File: config.mk
export PLATFORM = sky130hd
export DESIGN_NAME = lifo_seq_ctrl
export DESIGN_NICKNAME = d
export VERILOG_FILES = /design/src/rtl/lifo_seq_ctrl.sv
export SDC_FILE = /design/constraint.sdc
export NUM_CORES = 1
export LEC_CHECK = 0
export BUFFER_PORTS_ARGS = -buffer_cell sky130_fd_sc_hd__clkbuf_2
export CAP_MARGIN = 20
export CORE_MARGIN = 2
export CORE_UTILIZATION = 39
export DETAILED_ROUTE_END_ITERATION = 10
export PLACE_DENSITY_LB_ADDON = 0.08
export REMOVE_ABC_BUFFERS = 1
export SYNTH_ARGS = -nofsm -noshare
export SYNTH_HDL_FRONTEND = slang
export SYNTH_SLANG_ARGS = --single-unit
File: constraint.sdc
create_clock -name clk -period 1.95 [get_ports clk]
set_input_delay 0.0975 -clock clk [delete_from_list [all_inputs] [get_ports clk]]
set_output_delay 0.0975 -clock clk [all_outputs]
set_load 0.05 [all_outputs]
File: src/rtl/lifo_seq_ctrl.sv
// rtl/lifo_seq_ctrl.sv - stream sequencer that reverses frames through an external stack
//
// Purpose: accepts an input stream and pushes words into a stack (LIFO) until a
// segment closes, either on s_last_i or when the stack is at capacity. It then
// pops the words out in reverse order into a registered output stream. Frames
// longer than LIFO_DEPTH are reversed in LIFO_DEPTH-word segments. m_last_o
// marks only the final word of a segment closed by s_last_i.
//
// Optional feature macro: LIFO_SEQ_CLR_ON_SEGMENT_EN. When it is defined, a
// one-cycle CLEAR state follows every drained segment and pulses lifo_clr_o.
//
// Ports:
//   clk, rst                        clock, synchronous active-high reset
//   s_valid_i/s_ready_o/s_data_i/s_last_i   input stream
//   m_valid_o/m_ready_i/m_data_o/m_last_o   registered output stream
//   lifo_enb_o/clr_o/push_o/pop_o   stack controls (combinational)
//   lifo_datain_o                   stack write data (s_data_i)
//   lifo_dataout_i                  stack read data, valid in the pop cycle
//   lifo_full_i/lifo_empty_i        stack status
//   err_o                           sticky protocol error
module lifo_seq_ctrl #(
  parameter int DATA_BITS  = 32,
  parameter int LIFO_DEPTH = 4,
  parameter int CNT_BITS   = 3
) (
  input  logic                 clk,
  input  logic                 rst,
  input  logic                 s_valid_i,
  output logic                 s_ready_o,
  input  logic [DATA_BITS-1:0] s_data_i,
  input  logic                 s_last_i,
  output logic                 m_valid_o,
  input  logic                 m_ready_i,
  output logic [DATA_BITS-1:0] m_data_o,
  output logic                 m_last_o,
  output logic                 lifo_enb_o,
  output logic                 lifo_clr_o,
  output logic                 lifo_push_o,
  output logic                 lifo_pop_o,
  output logic [DATA_BITS-1:0] lifo_datain_o,
  input  logic [DATA_BITS-1:0] lifo_dataout_i,
  input  logic                 lifo_full_i,
  input  logic                 lifo_empty_i,
  output logic                 err_o
);

  typedef enum logic [1:0] {
    FILL  = 2'd0,
    DRAIN = 2'd1
`ifdef LIFO_SEQ_CLR_ON_SEGMENT_EN
    ,CLEAR = 2'd2
`endif
  } state_t;

  localparam logic [CNT_BITS-1:0] DEPTH_C = CNT_BITS'(LIFO_DEPTH);
  localparam logic [CNT_BITS-1:0] ONE_C   = CNT_BITS'(1);

  state_t                state, state_nxt;
  logic [CNT_BITS-1:0]   cnt, cnt_nxt;
  logic                  seg_last, seg_last_nxt;
  logic                  err_set;
  logic                  cnt_lt_depth;
  logic                  out_free;
  logic                  fill_ready;

  assign cnt_lt_depth  = (cnt < DEPTH_C);
  // Output register can take a new word if empty or being accepted now.
  assign out_free      = ~m_valid_o | m_ready_i;
  assign lifo_datain_o = s_data_i;
  assign lifo_enb_o    = lifo_push_o | lifo_pop_o;

  always_comb begin
    state_nxt    = state;
    cnt_nxt      = cnt;
    seg_last_nxt = seg_last;
    fill_ready   = 1'b0;
    s_ready_o    = 1'b0;
    lifo_push_o  = 1'b0;
    lifo_pop_o   = 1'b0;
    lifo_clr_o   = 1'b0;
    err_set      = 1'b0;

    case (state)
      FILL: begin
        fill_ready = cnt_lt_depth & ~lifo_full_i;
        s_ready_o  = fill_ready;
        if (cnt_lt_depth & lifo_full_i) begin
          // Stack claims full before we filled it: resynchronise by clearing.
          err_set    = 1'b1;
          lifo_clr_o = 1'b1;
          cnt_nxt    = '0;
        end else if (s_valid_i & fill_ready) begin
          lifo_push_o = 1'b1;
          cnt_nxt     = cnt + ONE_C;
          if (s_last_i | ((cnt + ONE_C) == DEPTH_C)) begin
            state_nxt    = DRAIN;
            seg_last_nxt = s_last_i;
          end
        end
      end

      DRAIN: begin
        if ((cnt != '0) & out_free) begin
          if (lifo_empty_i) begin
            // Stack ran dry before our count did: drop the segment.
            err_set    = 1'b1;
            lifo_clr_o = 1'b1;
            cnt_nxt    = '0;
            state_nxt  = FILL;
          end else begin
            lifo_pop_o = 1'b1;
            cnt_nxt    = cnt - ONE_C;
          end
        end else if ((cnt == '0) & out_free) begin
`ifdef LIFO_SEQ_CLR_ON_SEGMENT_EN
          state_nxt = CLEAR;
`else
          state_nxt = FILL;
`endif
        end
      end

`ifdef LIFO_SEQ_CLR_ON_SEGMENT_EN
      CLEAR: begin
        lifo_clr_o = 1'b1;
        state_nxt  = FILL;
      end
`endif

      default: begin
        state_nxt = FILL;
        cnt_nxt   = '0;
      end
    endcase
  end

  always_ff @(posedge clk) begin
    if (rst) begin
      state     <= FILL;
      cnt       <= '0;
      seg_last  <= 1'b0;
      m_valid_o <= 1'b0;
      m_data_o  <= '0;
      m_last_o  <= 1'b0;
      err_o     <= 1'b0;
    end else begin
      state    <= state_nxt;
      cnt      <= cnt_nxt;
      seg_last <= seg_last_nxt;
      if (err_set) begin
        err_o <= 1'b1;
      end
      if (lifo_pop_o) begin
        m_valid_o <= 1'b1;
        m_data_o  <= lifo_dataout_i;
        // The pop with cnt == 1 takes the bottom word, i.e. the segment's first input.
        m_last_o  <= seg_last & (cnt == ONE_C);
      end else if (m_ready_i) begin
        m_valid_o <= 1'b0;
      end
    end
  end

endmodule

==> flow_summary.toml, run 1 <==
[timing]
period_needed_ps = 1810
grt_setup_unrepaired = "no"
setup_viol = 0
fmax_mhz = 553
hold_violations = 0
slew_violations = 0
fin_skew_ps = 3.31
max_slew_margin = 0.508
tightest_slew_ps = 737
fin_crit_sh = 0.927

[floorplan]
die_w_um = 72.1
start_util = 0.410
row_count = 24
coreArea_mm2 = 0.00441
dieArea_mm2 = 0.00520
boundaryPins = 143
die_y_um = 72.1

[setup_path]
path_class = "register to output port"
slowest_delay_ps = 330
arrival_ps = 1710
crit_path_end_kind = "output port"
cp_slowest_cell = "dfxtp_1"
crit_chain = "inv_1 > ha_1 > nand2b_1 > nand3_2 > buf_6 > nand2_1 > clkbuf_4"
required_ps = 1850
worstSetupStartpointType = "register"
critPathMaxFanout = 36

[clock_tree]
clockRootBuffer = "clkbuf_8"
post_cts_buffers = 0
cts_buffers = 5
cts-htree-levels = 2
clkSlewWorstSetupHoldPaths_ps = 70
worstSkewPairLatency_ps = 280
tritoncts = "built"
clk_path_buf_depth = 2
cts_sinks = 40

[drt]
num_vias = 1597
drc = 0
wirelength_um = 5220
avgRoutedWirePerCell_um = 16.0
dr.pass1.iters = 4
first_iter_violations = 70
vias_per_cell = 4.88
ant_nets = 0

[logic_synthesis]
synth_top_family_by_area = "simple AND/OR/NAND/NOR gates"
ys_warn_count = 0
syn_area_per_cell_um2 = 7.94
yosys.area.top_type = "dfxtp_1"
synth.yosys.seq_area_share = 0.443
netlist_area_mm2 = 0.00181
synth_xor_area_frac = 0
muxShareOfSynthArea = 0
ys_top_cells_by_area = "dfxtp_1, nand2_1, buf_4, a21oi_1, ha_1"
synthAdderAreaFrac = 0.0346
synth-simple-area-share = 0.203
synth_compound_area_frac = 0.148
yosysTopAreaCellShare = 0.443
ys_seq_elements = 40
syn_inst = 228
synth_cell_types = 25

[layout]
final_cell_mix = "clkbuf_2, nand2_1, a21oi_1, dfxtp_1"
multiInputGateArea_um2 = 697
nNetsFinal = 351
fillers = 461
syn2layout_area_growth_pct = 16.0
drive_above_1_share = 0.345
antennaDiodeCount = 0
seq_area_um2 = 802
final_area_mm2 = 0.00210
final_common_cell = "clkbuf_2"

[global_routing]
overflow = 0
grt_max_degree = 37
grt_pass1_vias = 1484
grt_pass1_wl_um = 7990
grt_util_all_layers = 0.206
antenna_found_initial = 0

[pwr]
leakage_nw = 0.930
totalPowerFinal_mw = 1.56
power_density_mw_per_mm2 = 742
peakVddDrop_mv = 0.431

[placed_design]
routabilityCongestion = 0.761
dpl_cell_area_mm2 = 0.00201
port_buffers = 78
post-dp-hpwl_um = 3810

[run_status]
status = "complete, no violations"

[job]
drv_cap = 0

[min_path]
hp-class = "primary input to register"
-- cells in the mapped netlist --
cell type  number
nor2_1          3
a32oi_1         1
nand2b_1        2
dfxtp_1        40
or4b_4          1
inv_1           4
o2111ai_1       1
buf_6           1
clkbuf_1        7
or2_2           1
o21ai_0         3
buf_2           3
nand2_1        71
ha_1            5
a21oi_1        41
nand4_1         2
a211oi_1        2
nor3b_1         1
and3b_1         1
nor3_1          1
a311oi_2        1
nand3_2         1
buf_4          32
nor2b_1         2
inv_2           1
-- per-stage QoR --
| stage | util | setup WS (ps) | std cells | TNS (ps) | hold slack (ps) |
|---|---|---|---|---|---|
| global route | 0.475 | 8.31 | 327 | 0 | 24.2 |
| CTS | 0.474 | 1.17 | 327 | 0 | 15.2 |
| floorplan | - | -222 | 185 | -4990 | 165 |
| finish | 0.475 | 142 | 327 | 0 | 24.8 |
| detailed placement | 0.455 | 263 | 320 | 0 | 196 |
| global placement | 0.455 | 307 | 320 | 0 | 196 |
-- per-layer routing --
metal	share of wire	track usage
met1	0.45	0.273
met2	0.35	0.232
met3	0.19	0.193
met4	0.0040	0.0377
met5	0	0.0505
-- worst max-delay path, delay by kind of cell (launching register included) --
kind	cells	cell delay, ps
flip-flops	1	330
AND/OR/NAND/NOR	3	300
adder cells (fa/ha/maj)	1	160
buffers and inverters	3	630
-- power breakdown --
part / leakage (nW) / internal [mW] / total, mW / switching [mW]
sequential: 0.324 / 0.832 / 0.843 / 0.0107
clock: 0.0410 / 0.243 / 0.513 / 0.269
combinational: 0.565 / 0.0696 / 0.201 / 0.131
total: 0.930 / 1.15 / 1.56 / 0.411
-- cell families after synthesis --
| logic type | after synthesis |
|---|---|
| AOI/OAI and AO/OA | 49 |
| adders and majority gates | 5 |
| buffers and inverters | 48 |
| DFF | 40 |
| and+or+nand+nor | 86 |
-- worst paths after layout --
kind                                         start            to  slack [ps]  cells after the start
worst max register to register              cnt[1]  m_data_o[24]         370                      8
worst min-delay path            lifo_dataout_i[11]  m_data_o[11]          20                      3
worst min register to register        m_data_o[28]  m_data_o[28]         450                      2
worst max-delay path                        cnt[1]    lifo_enb_o         140                      7
-- timing repair --
item                       CTS  global route
resized for setup            2             4
hold buffers                 0             0
setup endpoints to repair    1             2
-- area by class of cell --
type                    count  share of cell area
flip-flops and latches     40               0.382
repair buffers             83               0.208
clock buffers               6              0.0346
well taps                  52              0.0310
clock inverters             1             0.00239
multi-input cells         140               0.332
inverters                   5             0.00954
-- state kept, by name (all words and copies together) (netlist names) --
| signal | cells |
|---|---|
| m_data_o | 32 |
| seg_last | 1 |
| cnt | 3 |
| m_valid_o | 1 |
| err_o | 1 |
| state | 1 |
| m_last_o | 1 |
(Power assumes the default switching activity.)
==> inputs of run 2 (changes only) <==
--- a/config.mk
+++ b/config.mk
@@ -10,7 +10,7 @@
 export CORE_MARGIN = 2
 export CORE_UTILIZATION = 39
 export DETAILED_ROUTE_END_ITERATION = 10
-export PLACE_DENSITY_LB_ADDON = 0.08
+export PLACE_DENSITY = 0.8
 export REMOVE_ABC_BUFFERS = 1
 export SYNTH_ARGS = -nofsm -noshare
 export SYNTH_HDL_FRONTEND = slang
==> run 2 against run 1 <==
  * Routed wire length shrank 10%
  * Sequential power is essentially flat
  * Clock power grew 6.8%
  * Largest cell class unchanged
==> flow_summary.toml, run 2 (synthesized netlist as in run 1, its figures left out) <==
[timing]
fin_skew_ps = 6.57
slew_violations = 0
fin_setup_tns_ps = 0
period_needed_ps = 1810
fmax_mhz = 551
setup_viol = 0
hold_violations = 0
max_slew_margin = 0.740
grt_setup_unrepaired = "no"
worst_slack_ps = 135
tightest_slew_ps = 390
fin_crit_sh = 0.931

[global_routing]
antenna_found_initial = 0
grt_pass1_wl_um = 6980
grt_max_degree = 37
grt_util_all_layers = 0.176
grt_pass1_vias = 1391
overflow = 0

[pwr]
power_frac_seq = 0.529
comb_power_share = 0.127
leakage_nw = 0.935
intPower_mw = 1.19
p_sw_mw = 0.402
power_density_mw_per_mm2 = 754
p_clk_frac = 0.344
swShare = 0.252
peakVddDrop_mv = 0.373
totalPowerFinal_mw = 1.59

[drt]
dr.pass1.iters = 4
ant_nets = 0
first_iter_violations = 72
drc = 0
avgRoutedWirePerCell_um = 14.3
wl_met3_um = 674
highest_layer = "met3"
wirelength_um = 4690
met2_length_um = 1780
wl_met1_um = 2230
num_vias = 1602
vias_per_cell = 4.88

[setup_path]
required_ps = 1850
arrival_ps = 1720
path_class = "register to output port"
crit_path_end_kind = "output port"
worstSetupStartpointType = "register"
critPathMaxFanout = 10

[layout]
largest-register = "m_data_o"
final_cell_mix = "clkbuf_2, nand2_1, a21oi_1, dfxtp_1, clkbuf_8"
syn2layout_area_growth_pct = 16.7
finish.utilization = 0.478
final_area_mm2 = 0.00211
final_common_cell = "clkbuf_2"
nNetsFinal = 351
largest_register_ffs = 32
reg_top3 = "m_data_o: 32 flops, cnt: 3 flops"
seq_area_um2 = 802
antennaDiodeCount = 0
multiInputGateArea_um2 = 697
fillers = 449
drive_above_1_share = 0.344

[placed_design]
post-dp-hpwl_um = 3490
dp_worst_setup_slack_ps = 252
port_buffers = 78
dpl_cell_area_mm2 = 0.00201
routabilityCongestion = 0.787

[clock_tree]
clk_path_buf_depth = 2
cts-htree-levels = 2
cts_sinks = 40
worstSkewPairLatency_ps = 280
clockRootBuffer = "clkbuf_8"
tritoncts = "built"
clkSlewWorstSetupHoldPaths_ps = 70
cts_buffers = 5

[floorplan]
start_util = 0.410
row_count = 24
die_y_um = 72.1
dieArea_mm2 = 0.00520
boundaryPins = 143
coreArea_mm2 = 0.00441
die_w_um = 72.1

[run_status]
status = "complete, no violations"

[job]
drv_cap = 0

[min_path]
hp-class = "primary input to register"
[run 2: cell count changes in the layout (fill, tap and decap cells not counted)]
cell      previous run  this run
clkbuf_1             1         2
clkbuf_8             5         6
clkinv_2             2         1
[run 2: final cells by class]
class	instances	share of cell area
tap	52	0.0308
inverter	5	0.00948
multi-input combinational	140	0.330
timing repair buffer	83	0.207
clock buffer	8	0.0427
sequential	40	0.380
[run 2: metal layers]
metal | vias up | global-route usage
li1 | 802 | -
met3 | 0 | 0.118
met1 | 698 | 0.250
met5 | - | 0.0808
met4 | 0 | 0.0440
met2 | 102 | 0.205
[run 2: power by group through the flow]
| stage | clock network [mW] | registers (mW) | logic [mW] |
|---|---|---|---|
| finish | 0.548 | 0.843 | 0.201 |
| detailed placement | 0 | 0.861 | 0.200 |
| CTS | 0.576 | 0.842 | 0.202 |
| floorplan | 0 | 0.892 | 0.0834 |
| global placement | 0 | 0.860 | 0.198 |
| global route | 0.601 | 0.844 | 0.220 |
[run 2: worst paths after layout]
kind              depth (start not counted)            to                from  slack [ps]
hold / removal                            3  m_data_o[25]  lifo_dataout_i[25]          30
hold reg to reg                           2  m_data_o[28]        m_data_o[28]         460
setup / recovery                          4   lifo_push_o            state[0]         140
setup reg to reg                          8   m_data_o[9]              cnt[1]         350
[run 2: through the flow]
stage,cells,hold WS [ps]
detailed placement,320,195
global placement,320,195
finish,328,30.1
global route,328,28.3
floorplan,185,165
CTS,328,14.5
[run 2: critical path, cell delays in order (launching register included)]
cell and delay [ps]:
dfxtp_1 310, buf_4 160, or4b_4 550, inv_1 120
clkbuf_2 290
[run 2: timing repair]
item                                    CTS  global route
hold buffers                              0             0
setup buffers                             0             0
endpoints found under the setup margin    1             2
resized for setup                         1             5
==> inputs of run 3 (changes only) <==
--- a/config.mk
+++ b/config.mk
@@ -12,6 +12,7 @@
 export DETAILED_ROUTE_END_ITERATION = 10
 export PLACE_DENSITY = 0.8
 export REMOVE_ABC_BUFFERS = 1
+export SETUP_SLACK_MARGIN = 0.2
 export SYNTH_ARGS = -nofsm -noshare
 export SYNTH_HDL_FRONTEND = slang
 export SYNTH_SLANG_ARGS = --single-unit
==> run 3 against run 2 <==
  * Core utilization increased by 2.3 points
  * Flip-flop and latch count unchanged
  * Clock power about the same
  * Cell count increased by 1.2%
  * Register-to-register slack got worse by 40 ps
  * Sequential share of layout area decreased by 1.6 points
  * Non-clock buffer count increased by 4
  * Setup slack improved by 120 ps
  * Critical endpoint is now lifo_pop_o
==> flow_summary.toml, run 3 (synthesized netlist as in run 1, its figures left out) <==
[layout]
final_cell_mix = "clkbuf_2, nand2_1, a21oi_1, dfxtp_1"
antennaDiodeCount = 0
nNetsFinal = 355
final_common_cell = "clkbuf_2"
reg_top3 = "m_data_o: 32 flops, cnt: 3 flops"
fillers = 441
largest-register = "m_data_o"
syn2layout_area_growth_pct = 22.3
finish.utilization = 0.501
drive_above_1_share = 0.361
largest_register_ffs = 32

[pwr]
leakage_nw = 0.982
p_sw_mw = 0.409
swShare = 0.254
power_frac_seq = 0.522
p_clk_frac = 0.341
peakVddDrop_mv = 0.376
comb_power_share = 0.137
totalPowerFinal_mw = 1.61
power_density_mw_per_mm2 = 729
intPower_mw = 1.20

[timing]
setup_viol = 0
fin_setup_tns_ps = 0
slew_violations = 0
hold_violations = 0
period_needed_ps = 1690
tightest_slew_ps = 391
fin_crit_sh = 0.867
fmax_mhz = 591
max_slew_margin = 0.739
fin_skew_ps = 4.86
grt_setup_unrepaired = "yes"

[setup_path]
worstSetupStartpointType = "register"
r2r_end = "state[0]"
required_ps = 1850
slowest_delay_ps = 370
crit_chain = "inv_1 > ha_1 > nand2b_1 > nand3_4 > inv_6 > clkbuf_8"
critPathMaxFanout = 17
arrival_ps = 1590
crit_path_end_kind = "output port"
path_buf_inv = 3
r2r_start = "cnt[0]"
reg2reg_slack_ps = 310
path_class = "register to output port"
cpLargestDelayFamily = "buffers and inverters"
cp_slowest_cell = "dfxtp_4"
r2r_cells = 7

[min_path]
min_path_cells = 3
min_to = "m_data_o[19]"
min_from = "lifo_dataout_i[19]"
hp-class = "primary input to register"

[drt]
num_vias = 1636
vias_per_cell = 4.93
first_iter_violations = 98
drc = 0
avgRoutedWirePerCell_um = 14.8
ant_nets = 0
dr.pass1.iters = 4
wirelength_um = 4920

[floorplan]
die_w_um = 72.1
boundaryPins = 143
row_count = 24
coreArea_mm2 = 0.00441
start_util = 0.410
dieArea_mm2 = 0.00520
die_y_um = 72.1

[clock_tree]
clockRootBuffer = "clkbuf_8"
cts_sinks = 40
clkSlewWorstSetupHoldPaths_ps = 70
cts-htree-levels = 2
worstSkewPairLatency_ps = 280
tritoncts = "built"
clk_path_buf_depth = 2
cts_buffers = 5

[placed_design]
port_buffers = 78
post-dp-hpwl_um = 3490
routabilityCongestion = 0.787

[global_routing]
antenna_found_initial = 0
grt_pass1_wl_um = 7360
grt_pass1_vias = 1439
grt_max_degree = 25
overflow = 0
grt_util_all_layers = 0.186

[job]
drv_cap = 0

[run_status]
status = "complete, no violations"
## run 3: cell count changes in the layout (fill, tap and decap cells not counted), sizes merged
cell | previous run | this run
inv | 4 | 5
bufbuf | 0 | 1
clkinv | 1 | 0
buf | 5 | 10
clkbuf | 86 | 84
## run 3: timing repair
action	CTS	global route
cloned	1	0
setup endpoints to repair	3	6
setup buffers	2	1
hold buffers	0	0
gates resized for setup	14	4
## run 3: final cells by class
cell class	instances	area, um2	share of cell area
Clock buffer	8	90.1	0.0407
Inverter	5	23.8	0.0107
Multi-Input combinational cell	140	704	0.318
Sequential cell	40	806	0.364
Tap cell	52	65.1	0.0294
Timing Repair Buffer	87	524	0.237
## run 3: stage by stage
| step | worst slack (ps) | instance area (um2) | instances | hold WS (ps) |
|---|---|---|---|---|
| 6_report | 259 | 2210 | 332 | 31.2 |
| 5_1_grt | 186 | 2210 | 332 | 27.6 |
| 4_1_cts | 204 | 2200 | 331 | 14.5 |
| 3_5_place_dp | 252 | 2010 | 320 | 195 |
| 3_3_place_gp | 346 | 2010 | 320 | 195 |
| 2_1_floorplan | -222 | 1520 | 185 | 165 |
## run 3: power groups by stage
stage	clock network, mW	logic [mW]	registers [mW]
6_report	0.550	0.221	0.843
4_1_cts	0.576	0.219	0.842
3_5_place_dp	0	0.200	0.861
2_1_floorplan	0	0.0834	0.892
3_3_place_gp	0	0.198	0.860
5_1_grt	0.602	0.240	0.844
## run 3: worst max path at each step
stage / start / endpoint / slack (ps) / cells past startpoint
6_report: cnt[0] / lifo_pop_o / 260 / 6
5_1_grt: cnt[0] / lifo_pop_o / 190 / 6
4_1_cts: cnt[1] / lifo_enb_o / 200 / 7
3_5_place_dp: cnt[0] / m_data_o[9] / 250 / 8
3_3_place_gp: cnt[0] / m_data_o[18] / 350 / 8
2_1_floorplan: m_valid_o / cnt[0] / -220 / 5
## run 3: worst register-to-register path, cell delays in order, from the launching register on
cell and delay, ps:
dfxtp_4 370, inv_1 70, ha_1 190, nand2b_1 150, nand3_4 140, buf_12 160, buf_4 200, a311oi_2 270
## run 3: metal layers
metal | vias to the layer above | track usage | routed length (um)
li1 | 808 | - | -
met1 | 725 | 0.269 | 2320
met2 | 101 | 0.222 | 1900
met3 | 2 | 0.118 | 699
met4 | 0 | 0.0377 | 2
met5 | - | 0.0808 | 0
